$ cat config.mk
export PLATFORM = sky130hd
export DESIGN_NAME = bundle_accumulator_flat
export DESIGN_NICKNAME = d
export VERILOG_FILES = /design/src/rtl/bundle_accumulator_if.sv /design/src/rtl/bundle_accumulator.sv /design/src/flat_wrapper.sv
export SDC_FILE = /design/constraint.sdc
export NUM_CORES = 1
export LEC_CHECK = 0
export ABC_CLOCK_PERIOD_IN_PS = 8500
export CORE_MARGIN = 2
export CORE_UTILIZATION = 40
export DETAILED_ROUTE_END_ITERATION = 8
export SLEW_MARGIN = 20
export SYNTH_ARGS = -nofsm -noshare
export SYNTH_HDL_FRONTEND = slang
export SYNTH_SLANG_ARGS = --single-unit
$ cat constraint.sdc
create_clock -name clk -period 8.5 [get_ports clk]
set_input_delay 1.275 -clock clk [delete_from_list [all_inputs] [get_ports clk]]
set_output_delay 1.275 -clock clk [all_outputs]
set_load 0.02 [all_outputs]
$ cat src/rtl/bundle_accumulator_if.sv
`default_nettype none
// ============================================================================
// Module      : bundle_accumulator_if
// Description : Core-array to bundle accumulator connection. The master side
//               drives the per-core strobes and result bits. The slave side
//               returns the majority sign, the accumulator, the store count
//               and the status flags.
// Revision    : 1.0 - initial release
// ============================================================================
interface bundle_accumulator_if #(
    parameter int W       = 30,
    parameter int CORENUM = 16
);
    logic               clear;
    logic [CORENUM-1:0] store;
    logic [CORENUM-1:0] core_result;
    logic               tie_bit;
    logic               sign_bit;
    logic [W-1:0]       acc_value;
    logic [W-1:0]       store_count;
    logic               busy;
    logic               sat_flag;

    modport master (
        output clear, store, core_result, tie_bit,
        input  sign_bit, acc_value, store_count, busy, sat_flag
    );

    modport slave (
        input  clear, store, core_result, tie_bit,
        output sign_bit, acc_value, store_count, busy, sat_flag
    );
endinterface
`default_nettype wire

$ cat src/rtl/bundle_accumulator.sv
`default_nettype none
// ============================================================================
// Module      : bundle_accumulator
// Description : Three-stage bundling accumulator. Strobed core result bits map
//               to +1/-1, are summed across lanes and accumulated into a
//               saturating signed register. sign_bit is the bundled
//               hypervector bit. Optional macro BUNDLE_TIE_BREAK_EN drives
//               sign_bit from tie_bit when the accumulator is exactly zero.
// Revision    : 1.0 - initial release
// ============================================================================
module bundle_accumulator #(
    parameter int W       = 30,
    parameter int CORENUM = 16
) (
    input  wire logic            clk,
    input  wire logic            rst,
    bundle_accumulator_if.slave  bus
);
    // Lane sum width: holds [-CORENUM, +CORENUM]
    localparam int SW = $clog2(CORENUM + 1) + 1;
    // Wide enough that acc + sum can never wrap before the clamp decision
    localparam int XW = W + SW;

    localparam logic signed [XW-1:0] c_ACC_MAX = {{(SW + 1){1'b0}}, {(W - 1){1'b1}}};
    localparam logic signed [XW-1:0] c_ACC_MIN = {{(SW + 1){1'b1}}, {(W - 1){1'b0}}};
    localparam logic [W-1:0]         c_CNT_MAX = '1;

    logic signed [1:0]    r_sel [CORENUM];
    logic                 r_v1;
    logic signed [SW-1:0] r_sum;
    logic                 r_v2;
    logic signed [W-1:0]  r_acc;
    logic [W-1:0]         r_count;
    logic                 r_sat;

    logic signed [SW-1:0] w_sum;
    logic signed [XW-1:0] w_acc_wide;
    logic                 w_over;
    logic                 w_under;
    logic signed [W-1:0]  w_acc_sat;

    // Stage 1: map each strobed lane to +1/-1 (0 when not strobed)
    always_ff @(posedge clk) begin
        if (rst) begin
            for (int k = 0; k < CORENUM; k++) begin
                r_sel[k] <= 2'sd0;
            end
            r_v1 <= 1'b0;
        end else begin
            for (int k = 0; k < CORENUM; k++) begin
                r_sel[k] <= bus.store[k] ? (bus.core_result[k] ? 2'sd1 : -2'sd1) : 2'sd0;
            end
            r_v1 <= |bus.store;
        end
    end

    // Signed sum of all lane contributions
    always_comb begin
        w_sum = '0;
        for (int k = 0; k < CORENUM; k++) begin
            w_sum = w_sum + SW'(r_sel[k]);
        end
    end

    // Stage 2: register the lane sum; clear discards what stage 1 held
    always_ff @(posedge clk) begin
        if (rst || bus.clear) begin
            r_sum <= '0;
            r_v2  <= 1'b0;
        end else begin
            r_sum <= w_sum;
            r_v2  <= r_v1;
        end
    end

    // Saturating add of the lane sum onto the accumulator
    always_comb begin
        w_acc_wide = XW'(r_acc) + XW'(r_sum);
        w_over     = (w_acc_wide > c_ACC_MAX);
        w_under    = (w_acc_wide < c_ACC_MIN);
        if (w_over) begin
            w_acc_sat = c_ACC_MAX[W-1:0];
        end else if (w_under) begin
            w_acc_sat = c_ACC_MIN[W-1:0];
        end else begin
            w_acc_sat = w_acc_wide[W-1:0];
        end
    end

    // Stage 3: accumulate, count accepted cycles, latch the sticky clamp flag
    always_ff @(posedge clk) begin
        if (rst || bus.clear) begin
            r_acc   <= '0;
            r_count <= '0;
            r_sat   <= 1'b0;
        end else if (r_v2) begin
            r_acc <= w_acc_sat;
            if (r_count != c_CNT_MAX) begin
                r_count <= r_count + 1'b1;
            end
            if (w_over || w_under) begin
                r_sat <= 1'b1;
            end
        end
    end

    assign bus.acc_value   = r_acc;
    assign bus.store_count = r_count;
    assign bus.busy        = r_v1 | r_v2;
    assign bus.sat_flag    = r_sat;

`ifdef BUNDLE_TIE_BREAK_EN
    // A zero accumulator is a tie; let the external tie source decide
    assign bus.sign_bit = (r_acc == '0) ? bus.tie_bit : r_acc[W-1];
`else
    logic w_tie_unused;
    assign w_tie_unused = bus.tie_bit;
    assign bus.sign_bit = r_acc[W-1];
`endif
endmodule
`default_nettype wire
$ cat src/flat_wrapper.sv
// flat-port wrapper written by rule: the top's interface ports become plain ports
module bundle_accumulator_flat 
#(
    parameter int W       = 30,
    parameter int CORENUM = 16
)
  (clk, rst, bus_clear, bus_store, bus_core_result, bus_tie_bit, bus_sign_bit, bus_acc_value, bus_store_count, bus_busy, bus_sat_flag);
  bundle_accumulator_if #(.W(W), .CORENUM(CORENUM)) bus_i ();
  input  wire logic clk;
  input  wire logic rst;
  input wire logic [$bits(bus_i.clear)-1:0] bus_clear;
  input wire logic [$bits(bus_i.store)-1:0] bus_store;
  input wire logic [$bits(bus_i.core_result)-1:0] bus_core_result;
  input wire logic [$bits(bus_i.tie_bit)-1:0] bus_tie_bit;
  output wire logic [$bits(bus_i.sign_bit)-1:0] bus_sign_bit;
  output wire logic [$bits(bus_i.acc_value)-1:0] bus_acc_value;
  output wire logic [$bits(bus_i.store_count)-1:0] bus_store_count;
  output wire logic [$bits(bus_i.busy)-1:0] bus_busy;
  output wire logic [$bits(bus_i.sat_flag)-1:0] bus_sat_flag;
  assign bus_i.clear = bus_clear;
  assign bus_i.store = bus_store;
  assign bus_i.core_result = bus_core_result;
  assign bus_i.tie_bit = bus_tie_bit;
  assign bus_sign_bit = bus_i.sign_bit;
  assign bus_acc_value = bus_i.acc_value;
  assign bus_store_count = bus_i.store_count;
  assign bus_busy = bus_i.busy;
  assign bus_sat_flag = bus_i.sat_flag;
  bundle_accumulator #(.W(W), .CORENUM(CORENUM)) u_core (.clk(clk), .rst(rst), .bus(bus_i));
endmodule
Word level (Yosys, flattened, before mapping)
Memories as Yosys holds them, arrays and structs flattened.
Cells that the tools add are included.
- output and inout bits: 63
- flip-flop bits (word level): 69
- memory bits (writable): 32
- input bits: 36
- memories: 1
- multiplexer cells: 53
- reduce and logical (&&, ||, !) cells: 5
- equality and inequality tests: 1
- bitwise gates (word level): 17
- $lt $le $gt $ge: 2
- add/subtract/negate cells: 17
- memories (name ; words ; width ; rd ports ; clocked after Yosys merged registers in ; wr ports ; RTL line ; RTL):
    u_core.r_sel ; 16 ; 2 ; 16 ; 0 ; 16 ; bundle_accumulator.sv:28 ; logic signed [1:0] r_sel [CORENUM];
- operators with widths (operator ; number):
    two-way mux 2 bit ; 48
    adder 6 x 2 -> 6 bit ; 13
    two-way mux 30 bit ; 2
    greater-than comparator 36 x 30 -> 1 bit, second input constant ; 1
    less-than comparator 36 x 30 -> 1 bit, second input constant ; 1
    adder 30 x 6 -> 31 bit ; 1
    adder 30 x 1 -> 30 bit, second input constant ; 1
    inequality test 30 bit, second input constant ; 1
    OR 1 bit ; 17
    OR reduction 16 bit ; 1
    adder 3 x 2 -> 4 bit ; 1
    AND reduction 2 bit ; 2
    adder 2 x 2 -> 3 bit ; 1
    two-way mux 1 bit ; 3
    logical OR 1 bit ; 2

Longest topological paths before layout
Gate-level depths: netlist of run 1.
- depth after elaboration: 15
- mapped depth: 23
- gate-level depth less buffers: 23

Least setup slack after synthesis of run 1
OpenSTA, ideal clock, no wires.
- path type: register to register
- start point: mem u_core.r_sel[0][1]
- end point: reg u_core.r_sum[5]
- cell stages (with the launch flop): 22
- arrival: 5.767 ns
- library setup time: 0.128 ns
- path buffers: 0
- setup slack: 2.605 ns
- clock period less this slack: 5.895 ns
- cells stage by stage: dfxtp_1 inv_1 fa_1 inv_1 ha_1 fa_1 fa_1 inv_1 fa_1 fa_1 fa_1 fa_1 inv_1 fa_1 inv_1 fa_1 inv_1 a21o_1 a21oi_1 xnor2_1 xnor2_1 nor2_1
- RTL lines (item ; RTL line ; RTL):
    from (decl) ; bundle_accumulator.sv:28 ;
    to (signal assigned) ; bundle_accumulator.sv:71 ; r_sum <= w_sum;
    to (decl) ; bundle_accumulator.sv:30 ; logic signed [SW-1:0] r_sum;

==> reports/qor.yml, run 1 <==
outcome: "finished clean"
hp-class: "reg2reg"
fin_cells: 1017
drc: 0
finalCriticalPeriod_ns: 6.12
avgRoutedWirePerCell_um: 13.5
yosys.area_share.simple_pct: 14.3
nNetsFinal: 911
portBuffers: 97
clk_pin_slew_ns: 0.07
cp_max_fo: 2
holdBufCountCts: 0
drive_above_1_share_pct: 10.7
yosysWarnings: 0
ir_drop_v: 0.000102
gr-total-overflow: 0
start_util_pct: 40.5
syn-num-nets: 825
whs_ns: 0.459
tns_ns: 0
finalHoldViolCount: 0
synthFlopType: "dfxtp_1"
setup_viol: 0
worstPathArrival_ns: 6.32
grt_pass1_vias: 5079
critical_path_class: "reg2reg"
grt_pass1_wl_mm: 23.6
synth-compound-area-share_pct: 16.4
worstSetupStartpointType: "flip-flop"
root_buffer: "clkbuf_16"
place_inst: 1001
clock.fmax_mhz: 163
drt-total-wl_mm: 13.7
cts_tree: "built"
num_vias: 5122
die_h_um: 133
antenna_found_initial: 0
pin_count: 99
synth_xor_area_share_pct: 8.60
area_delta_synth_final_pct: 22.6
timing.final.crit_share_pct: 72.0
rsz0062_at_grt: "false"
required_ns: 8.71
grt_start_max_net_pins: 66
clock-sinks: 101
synth.distinct_cells: 53
numCtsBuffers: 9
synth_fa_ha_area_share_pct: 24.8
power-per-cell-area_nw_per_um2: 214
coreArea_sq_um: 16300
gr-usage-all-layers_pct: 16.2
fill_cells: 1536
syn_avg_cell_area_sq_um: 9.38
synth.ff_latch_count: 101
reg2reg_depth: 21
synth_edf_count: 0
ys_seq_area_share_pct: 30.5
end_kind: "flip-flop"
dp_hpwl_mm: 10.4
async_reset_ff_share_pct: 0
final_antenna_net_count: 0
synth.cell_area_sq_um: 6620
gp_congestion: 0.829
diodes: 0
clock_path_buffers: 2
whs_path_depth: 2
power_leakage_nw: 3.22
cap_violations: 0
cts_resized: 0
synth_top_family_by_area: "adder cells"
tightest_slew_ns: 0.715
hp-start: "u_core.bus.sat_flag$_SDFFE_PP0P_"
cts_max_level: 3
hold_end: "u_core.bus.sat_flag$_SDFFE_PP0P_"
r2r_start: "u_core.r_sel[0][1]$_SDFF_PP0_"
dpl_cell_area_sq_um: 7790
avgViaCountPerCell: 5.04
die_x_um: 133
post_cts_buffers: 0
drv_slew: 0
r2r_slack_ns: 2.38
netlist_instances: 706
synthMuxAreaShare_pct: 0.454
skew_ns: 0.00635
row_count: 47
dr.pass1.iters: 4
slew_headroom_pct: 52.3
design.die.area_sq_um: 17600
fin_area_sq_um: 8110
clock_latency_ns: 0.35
drtIter0Drc: 200
r2r_end: "u_core.r_sum[5]$_SDFF_PP0_"
## cell families (layout without fill, tap and decap cells)
group	after synthesis	in the layout
simple gates	184	184
compound gates	162	162
fa+ha+maj	112	112
flops	101	101
buf+inv	79	170
xor+xnor	65	65
mux	3	3
## through the flow
step           worst slack, ns  total power [mW]  util [%]
2_1_floorplan             2.61              1.16         -
3_3_place_gp              2.42              1.29      47.7
3_5_place_dp              2.31              1.31      47.7
4_1_cts                   2.32              1.77      49.6
5_1_grt                   2.05              1.90      49.6
6_report                  2.38              1.73      49.6
## synth_stat cells (2+ instances only)
cell type	instances	area share (%)
nor2b_1	34	3.2
a21oi_1	31	2.3
clkbuf_1	20	1.1
xor2_1	39	5.2
o21bai_1	6	0.68
o21a_1	5	0.57
a21o_1	19	2.2
a31oi_1	4	0.38
and4_1	4	0.53
nand3_1	17	1.3
nand2b_1	2	0.19
and3_1	4	0.38
a21oi_2	26	3.4
nor2_1	56	3.2
or2_2	2	0.19
nor3_1	4	0.30
nand2_1	26	1.5
buf_6	3	0.51
xnor2_1	26	3.4
fa_1	37	11
a41oi_1	2	0.26
nor4_1	5	0.47
ha_1	46	8.7
maj3_2	28	4.8
a211o_1	3	0.40
a211oi_1	6	0.68
o21ai_0	41	3.1
o211ai_1	5	0.57
inv_1	53	3.0
a221oi_2	2	0.45
mux2i_1	3	0.45
and2_1	5	0.47
nand4_1	14	1.3
o21ai_1	4	0.30
dfxtp_1	101	31
or3_1	6	0.57
## metal layers
layer  track usage, %  vias up  wire length, um
li1                 -     2605                -
met1             20.2     2396             6160
met2             28.7      106             6860
met3             2.22       15              483
met4             5.68        0              218
met5                0        -                0
## how the worst max path moves through the flow
stage	start	end	slack [ns]	depth (start not counted)
final	u_core.r_sel[0][1]$_SDFF_PP0_	u_core.r_sum[5]$_SDFF_PP0_	2.38	21
after global routing	u_core.r_sel[0][1]$_SDFF_PP0_	u_core.r_sum[5]$_SDFF_PP0_	2.05	21
after CTS	u_core.r_sel[0][1]$_SDFF_PP0_	u_core.r_sum[5]$_SDFF_PP0_	2.32	21
after detailed placement	u_core.r_sel[0][1]$_SDFF_PP0_	u_core.r_sum[5]$_SDFF_PP0_	2.31	21
after global placement	u_core.r_sel[0][1]$_SDFF_PP0_	u_core.r_sum[5]$_SDFF_PP0_	2.42	21
after floorplan	u_core.r_sel[0][1]$_SDFF_PP0_	u_core.r_sum[5]$_SDFF_PP0_	2.61	21
## registers in the layout, summed over array words and instances, names as in the netlist
| register | count |
|---|---|
| u_core.r_sel | 32 |
| u_core.bus.acc_value | 30 |
| u_core.bus.store_count | 30 |
| u_core.r_sum | 6 |
| u_core.bus.sat_flag | 1 |
| u_core.r_v1 | 1 |
| u_core.r_v2 | 1 |
## worst max-delay path: stages, from the launching register on
cell and delay (ns):
dfxtp_1 0.31, inv_1 0.05, fa_1 0.58, inv_1 0.05, ha_1 0.20, fa_1 0.49
fa_1 0.50, inv_1 0.06, fa_1 0.53, fa_1 0.44, fa_1 0.51, fa_1 0.54
inv_1 0.05, fa_1 0.54, inv_1 0.07, fa_1 0.45, inv_1 0.07, a21o_1 0.10
a21oi_1 0.07, xnor2_1 0.18, xnor2_1 0.13, nor2_1 0.05
## cell type report
class,instances,area (sq um),area share (%)
Inverter,53,199,2.45
Timing Repair Buffer,101,1000,12.3
Multi-Input combinational cell,526,4300,52.9
Sequential cell,101,2020,25.0
Clock buffer,11,233,2.87
Tap cell,220,275,3.39
Clock inverter,5,85.1,1.05
## cell usage in the layout (no fill, tap or decap), types with 3 or more instances in the layout
master and n:
nand2_1 26, or3_1 6, clkbuf_16 9, nor4_1 5, o21a_1 5, a21oi_1 31
nand4_1 14, nor3_1 4, clkdlybuf4s50_1 97, nor2b_1 34, fa_1 37, a211oi_1 6
a211o_1 3, maj3_2 28, and2_1 5, o21ai_0 41, a31oi_1 4, buf_4 4
xor2_1 38, nor2_1 55, o21ai_1 4, nand3_1 17, xnor2_1 26, dfxtp_1 99
ha_1 46, and4_1 4, a21oi_2 26, and3_1 4, a21o_1 19, inv_1 53
o211ai_1 5, o21bai_1 6
## report_power, final
part	internal, mW	switching (mW)
Clock	0.260	0.187
Combinational	0.366	0.408
Sequential	0.493	0.0195
Note: power is estimated with default switching activity, not from simulation.
==> run 2: changes to the inputs <==
Settings changed: ABC_CLOCK_PERIOD_IN_PS 8500 to 5800.
Clock period 8.5 ns to 5.8 ns, I/O delays scaled along.
==> run 2 against run 1 <==
Net effect:
- the flow now finishes with violations (setup timing)
- critical path depth stayed put
- power is 55% higher
- non-clock buffer count is 7 higher
- combinational power is 80% higher
- largest cell class unchanged
- fmax is 5.4% higher
- sequential power is 44% higher
- routed wire length is 2.0% higher
- clock skew is 0.0031 ns higher
- worst setup slack worse by 2.4 ns
- clock-buffer cell count is 1 higher
- utilization is 0.35 points higher
- sequential cell count stayed put
==> reports/qor.yml, run 2 (same netlist as run 1, synthesis figures left out) <==
r2r_start: "u_core.r_sel[0][5]$_SDFF_PP0_"
root_buffer: "clkbuf_16"
whs_ns: 0.448  # -0.0109 ns
antenna_found_initial: 0  # unchanged
numCtsBuffers: 9  # unchanged
row_count: 47  # unchanged
whs_path_depth: 2  # unchanged
setup_viol: 1  # +1
finalHoldViolCount: 0  # unchanged
drtIter0Drc: 267  # +34%
worstSetupStartpointType: "flip-flop"
dr.pass1.iters: 4  # unchanged
holdBufCountCts: 0  # unchanged
reg2reg_depth: 21  # unchanged
path_delay_family: "adder cells"
cts_max_level: 3  # unchanged
power-per-cell-area_nw_per_um2: 330  # +54%
num_vias: 5158  # +0.70%
grt_pass1_wl_mm: 24.3  # +2.7%
drc: 0  # unchanged
post-route-util_pct: 50.0  # +0.35 points
die_x_um: 133  # unchanged
final_antenna_net_count: 0  # unchanged
pin_count: 99  # unchanged
crit_cells: 21  # unchanged
hold_end: "u_core.bus.sat_flag$_SDFFE_PP0P_"
drt-total-wl_mm: 14.0  # +2.0%
finalCriticalPeriod_ns: 5.81  # -0.311 ns
cpMaxStageDelayCell: "fa_2"
cap_violations: 0  # unchanged
drv_slew: 0  # unchanged
clock-sinks: 101  # unchanged
r2r_slack_ns: -0.006  # -2.39 ns
required_ns: 6.01  # -2.70 ns
avgViaCountPerCell: 5.04  # about the same
dp_slack_ns: -0.185  # -2.50 ns
die_h_um: 133  # unchanged
top_register: "u_core.r_sel"
grt_pass1_vias: 5250  # +3.4%
r2r_end: "u_core.r_sum[5]$_SDFF_PP0_"
ir_drop_v: 0.000217  # +110%
design.die.area_sq_um: 17600  # unchanged
total_power_mw: 2.69  # +55%
tightest_slew_ns: 0.870  # +0.155 ns
clock_latency_ns: 0.35  # about the same
slew_headroom_pct: 40.7  # -12 points
clk_pin_slew_ns: 0.07  # about the same
power_leakage_nw: 3.22  # about the same
portBuffers: 97  # unchanged
gr-total-overflow: 0  # unchanged
nNetsFinal: 918  # +0.77%
dp_hpwl_mm: 10.7  # +2.2%
gp_congestion: 0.823  # -0.74%
area_delta_synth_final_pct: 23.4
hp-start: "u_core.bus.sat_flag$_SDFFE_PP0P_"
final_common_cell: "dfxtp_1"
largest_register_ffs: 32  # unchanged
avgRoutedWirePerCell_um: 13.7  # +1.3%
worstPathArrival_ns: 6.02  # -0.30 ns
crit_chain: "inv_2 > fa_1 > inv_1 > ha_2 > fa_1 > fa_2 > inv_2 > fa_2 > fa_1 > fa_1 > fa_1 > inv_2 > fa_2 > inv_2 > fa_2 > inv_2 > a21o_1 > a21oi_2 > xnor2_1 > xnor2_1 > nor2_1"
grt_start_max_net_pins: 66  # unchanged
cp_max_fo: 2  # unchanged
start_util_pct: 40.5  # unchanged
rsz0062_at_grt: "true"
fin_ws_ns: -0.00594  # -2.39 ns
slowest_delay_ns: 0.57  # about the same
outcome: "finished, violations left"
cts_tree: "built"
gr-usage-all-layers_pct: 16.6  # +0.40 points
violations: "setup timing"
timing.final.crit_share_pct: 100  # +28 points
final_cell_mix: "99 x dfxtp_1, 97 x clkdlybuf4s50_1, 55 x nor2_1, 48 x inv_1, 43 x ha_1"
end_kind: "flip-flop"
cp.buffers_inverters: 6  # unchanged
coreArea_sq_um: 16300  # unchanged
critical_path_class: "reg2reg"
drive_above_1_share_pct: 13.1  # +2.4 points
hp-class: "reg2reg"
clock.fmax_mhz: 172  # +5.4%
clock_path_buffers: 2  # unchanged
diodes: 0  # unchanged
skew_ns: 0.00943  # +0.00308 ns
run 2: worst reg2reg max path: cells and delay by family, from the launching register on:
kind	cells	cell delay, ns
XOR/XNOR	2	0.30
flip-flops	1	0.32
buffers and inverters	6	0.26
adder cells (fa/ha/maj)	10	4.56
AND/OR/NAND/NOR	1	0.05
AO/OA/AOI/OAI	2	0.17
run 2: worst max-delay path by stage:
stage | from | endpoint | slack (ns)
4_1_cts | u_core.r_sel[0][1]$_SDFF_PP0_ | u_core.r_sum[5]$_SDFF_PP0_ | -0.06
2_1_floorplan | u_core.r_sel[0][5]$_SDFF_PP0_ | u_core.r_sum[5]$_SDFF_PP0_ | 0.03
6_report | u_core.r_sel[0][5]$_SDFF_PP0_ | u_core.r_sum[5]$_SDFF_PP0_ | -0.006
3_3_place_gp | u_core.r_sel[0][5]$_SDFF_PP0_ | u_core.r_sum[5]$_SDFF_PP0_ | -0.08
3_5_place_dp | u_core.r_sel[0][5]$_SDFF_PP0_ | u_core.r_sum[5]$_SDFF_PP0_ | -0.19
5_1_grt | u_core.r_sel[0][5]$_SDFF_PP0_ | u_core.r_sum[5]$_SDFF_PP0_ | -0.21
run 2: layout make-up:
cell class,count,area [sq um]
multi-input combinational,526,4340
clock inverter,4,33.8
sequential,101,2020
tap,220,275
fill,1576,8180
inverter,53,199
clock buffer,12,236
timing repair buffer,108,1060
run 2: layer usage:
layer	track usage, %	vias up	share of wire (%)
li1	-	2615	-
met1	20.3	2434	45
met2	30.4	95	51
met3	2.22	14	3.1
met4	4.90	0	1.5
met5	0	-	0
run 2: per-stage QoR:
step | area [sq um] | TNS [ns] | cells
2_1_floorplan | 6620 | 0 | 706
3_3_place_gp | 7830 | -0.0820 | 1006
3_5_place_dp | 7830 | -0.185 | 1006
4_1_cts | 8140 | -0.0602 | 1023
5_1_grt | 8170 | -0.346 | 1024
6_report | 8170 | -0.00594 | 1024
run 2: power by group:
group | switching, mW | total [mW] | internal, mW | leakage (nW)
clock network | 0.272 | 0.567 | 0.295 | 0.127
logic | 0.700 | 1.39 | 0.690 | 2.27
registers | 0.0145 | 0.737 | 0.723 | 0.824
total | 0.986 | 2.69 | 1.71 | 3.22
run 2: what timing repair did:
item | in CTS | in global routing
cloned | 0 | 0
gates resized for setup | 7 | 9
setup endpoints to repair | 1 | 3
buffers inserted | 1 | 1
pin swaps | 17 | 13
==> run 3: changes to the inputs <==
Settings changed: CORE_MARGIN 2 to not set.
==> run 3 against run 2 <==
Net effect:
- the flow now finishes without violations
- largest cell class unchanged
- sequential cell count did not move
- sequential share of layout area barely moved
- register-to-register slack improved by 0.03 ns
- critical path type unchanged
- clock power rose by 2%
- largest power group unchanged
==> reports/qor.yml, run 3 (same netlist as run 1, synthesis figures left out) <==
outcome: "finished clean"
drive_above_1_share_pct: 12.8  # -0.26 points
fin_cells: 1021  # -0.29%
fin_ws_ns: 0.0196  # +0.0255 ns
grt_pass1_wl_mm: 23.9  # -1.5%
gr-usage-met1_pct: 22.0  # +1.7 points
setup_viol: 0  # -1
die_x_um: 131  # -1.5%
dp_hpwl_mm: 10.6  # -0.65%
row_count: 46  # -2.1%
power-per-cell-area_nw_per_um2: 322  # -2.4%
avgRoutedWirePerCell_um: 13.8  # +1.1%
design.die.area_sq_um: 17100  # -3.0%
clock-sinks: 101  # unchanged
p_sw_mw: 0.970  # -1.7%
clock_path_buffers: 2  # unchanged
timing.final.crit_share_pct: 99.7  # -0.44 points
netSwitchingFraction_pct: 36.9  # +0.33 points
numCtsBuffers: 9  # unchanged
grt_busiest_layer: "met2"
use_met2_pct: 30.8  # +0.38 points
crit_path_frequent_cell: "fa_1"
end_kind: "flip-flop"
place_inst: 1002  # -0.40%
grt_pass1_vias: 5108  # -2.7%
clock.fmax_mhz: 173  # +0.44%
tightest_slew_ns: 0.724  # -0.147 ns
slowest_delay_ns: 0.56  # about the same
skew_ns: 0.00866  # -0.000772 ns
clk_pin_slew_ns: 0.07  # about the same
dpl_cell_area_sq_um: 7830  # about the same
share_comb_of_total_power_pct: 49.7  # -1.9 points
cts_max_level: 3  # unchanged
gr-usage-all-layers_pct: 17.7  # +1.1 points
worstPathArrival_ns: 5.99  # -0.03 ns
drt-total-wl_mm: 14.1  # +0.84%
total_power_mw: 2.63  # -2.6%
slew_headroom_pct: 51.8  # +11 points
pin_count: 99  # unchanged
worstSetupStartpointType: "flip-flop"
dp_slack_ns: -0.202  # -0.0170 ns
diodes: 0  # unchanged
drc: 0  # unchanged
root_buffer: "clkbuf_16"
critical_path_class: "reg2reg"
cts_tree: "built"
grtUsageMet3_pct: 2.85  # +0.63 points
dr.pass1.iters: 4  # unchanged
gr-total-overflow: 0  # unchanged
top_register: "u_core.r_sel"
drv_slew: 0  # unchanged
die_h_um: 131  # -1.5%
drtIter0Drc: 219  # -18%
grt_start_max_net_pins: 65  # -1.5%
cap_violations: 0  # unchanged
post-route-util_pct: 51.0  # +1.0 points
largest_register_ffs: 32  # unchanged
avgViaCountPerCell: 5.07  # +0.66%
area_delta_synth_final_pct: 23.2
rsz0062_at_grt: "true"
power_frac_seq_pct: 28.4  # +1.0 points
portBuffers: 97  # unchanged
ir_drop_v: 0.000201  # -7.5%
tns_ns: 0  # +0.00594 ns
pwr-share-clk_pct: 22.0  # +0.9 points
power_leakage_nw: 3.23  # +0.45%
antenna_found_initial: 0  # unchanged
gp_congestion: 0.830  # +0.90%
hp-class: "reg2reg"
cpMaxStageDelayCell: "fa_2"
required_ns: 6.01  # about the same
finalHoldViolCount: 0  # unchanged
num_vias: 5177  # +0.37%
start_util_pct: 41.4  # +0.88 points
final_cell_mix: "99 x dfxtp_1, 97 x clkdlybuf4s50_1, 56 x nor2_1, 50 x inv_1, 44 x ha_1"
internal-power_mw: 1.66  # -3.1%
finalCriticalPeriod_ns: 5.78  # -0.0255 ns
whs_ns: 0.450  # +0.00210 ns
clock_latency_ns: 0.35  # about the same
coreArea_sq_um: 16000  # -2.1%
nNetsFinal: 919  # +0.11%
fin_area_sq_um: 8160  # -0.17%
crit_chain: "inv_2 > fa_1 > inv_1 > ha_2 > fa_1 > fa_2 > inv_2 > fa_2 > fa_2 > fa_1 > fa_1 > inv_1 > fa_1 > inv_1 > fa_2 > buf_4 > buf_6 > buf_4 > xor2_1 > nor2_1"
cp_max_fo: 2  # unchanged
final_antenna_net_count: 0  # unchanged
final_common_cell: "dfxtp_1"
## run 3: power by group through the flow
stage	logic, mW	registers, mW	clock network (mW)
detailed placement	1.23	0.762	0
CTS	1.27	0.746	0.594
finish	1.30	0.745	0.576
global placement	1.18	0.761	0
floorplan	0.940	0.765	0
global route	1.50	0.750	0.628
## run 3: final timing paths
path,startpoint,to,slack [ns],cells after the start
hold / removal,u_core.bus.sat_flag$_SDFFE_PP0P_,u_core.bus.sat_flag$_SDFFE_PP0P_,0.45,2
hold reg to reg,u_core.bus.sat_flag$_SDFFE_PP0P_,u_core.bus.sat_flag$_SDFFE_PP0P_,0.45,2
setup reg to reg,u_core.r_sel[0][1]$_SDFF_PP0_,u_core.r_sum[3]$_SDFF_PP0_,0.02,20
setup / recovery,u_core.r_sel[0][1]$_SDFF_PP0_,u_core.r_sum[3]$_SDFF_PP0_,0.02,20
## run 3: cell type report
| type | instances | area [sq um] |
|---|---|---|
| fill | 1554 | 7840 |
| multi-input combinational | 526 | 4330 |
| tap | 216 | 270 |
| timing repair buffer | 109 | 1060 |
| clock buffer | 11 | 233 |
| inverter | 53 | 199 |
| sequential | 101 | 2020 |
| clock inverter | 5 | 40.0 |
## run 3: critical path, delay by kind of cell (launching register included)
| family | cells | cell delay [ns] |
|---|---|---|
| XOR/XNOR | 1 | 0.15 |
| buffers and inverters | 8 | 0.60 |
| flip-flops | 1 | 0.32 |
| adder cells (fa/ha/maj) | 10 | 4.49 |
| AND/OR/NAND/NOR | 1 | 0.05 |
## run 3: repair_timing
item / 4_1_cts / 5_1_grt
hold buffers: 0 / 0
cloned: 0 / 0
buffers inserted: 2 / 2
endpoints found under the setup margin: 1 / 3
pin swaps: 16 / 10
resized for setup: 4 / 8
## run 3: layer usage
layer	vias up	share of wire [%]
met1	2430	46
met3	15	3.2
met4	0	1.5
met2	102	50
li1	2630	-
met5	-	0
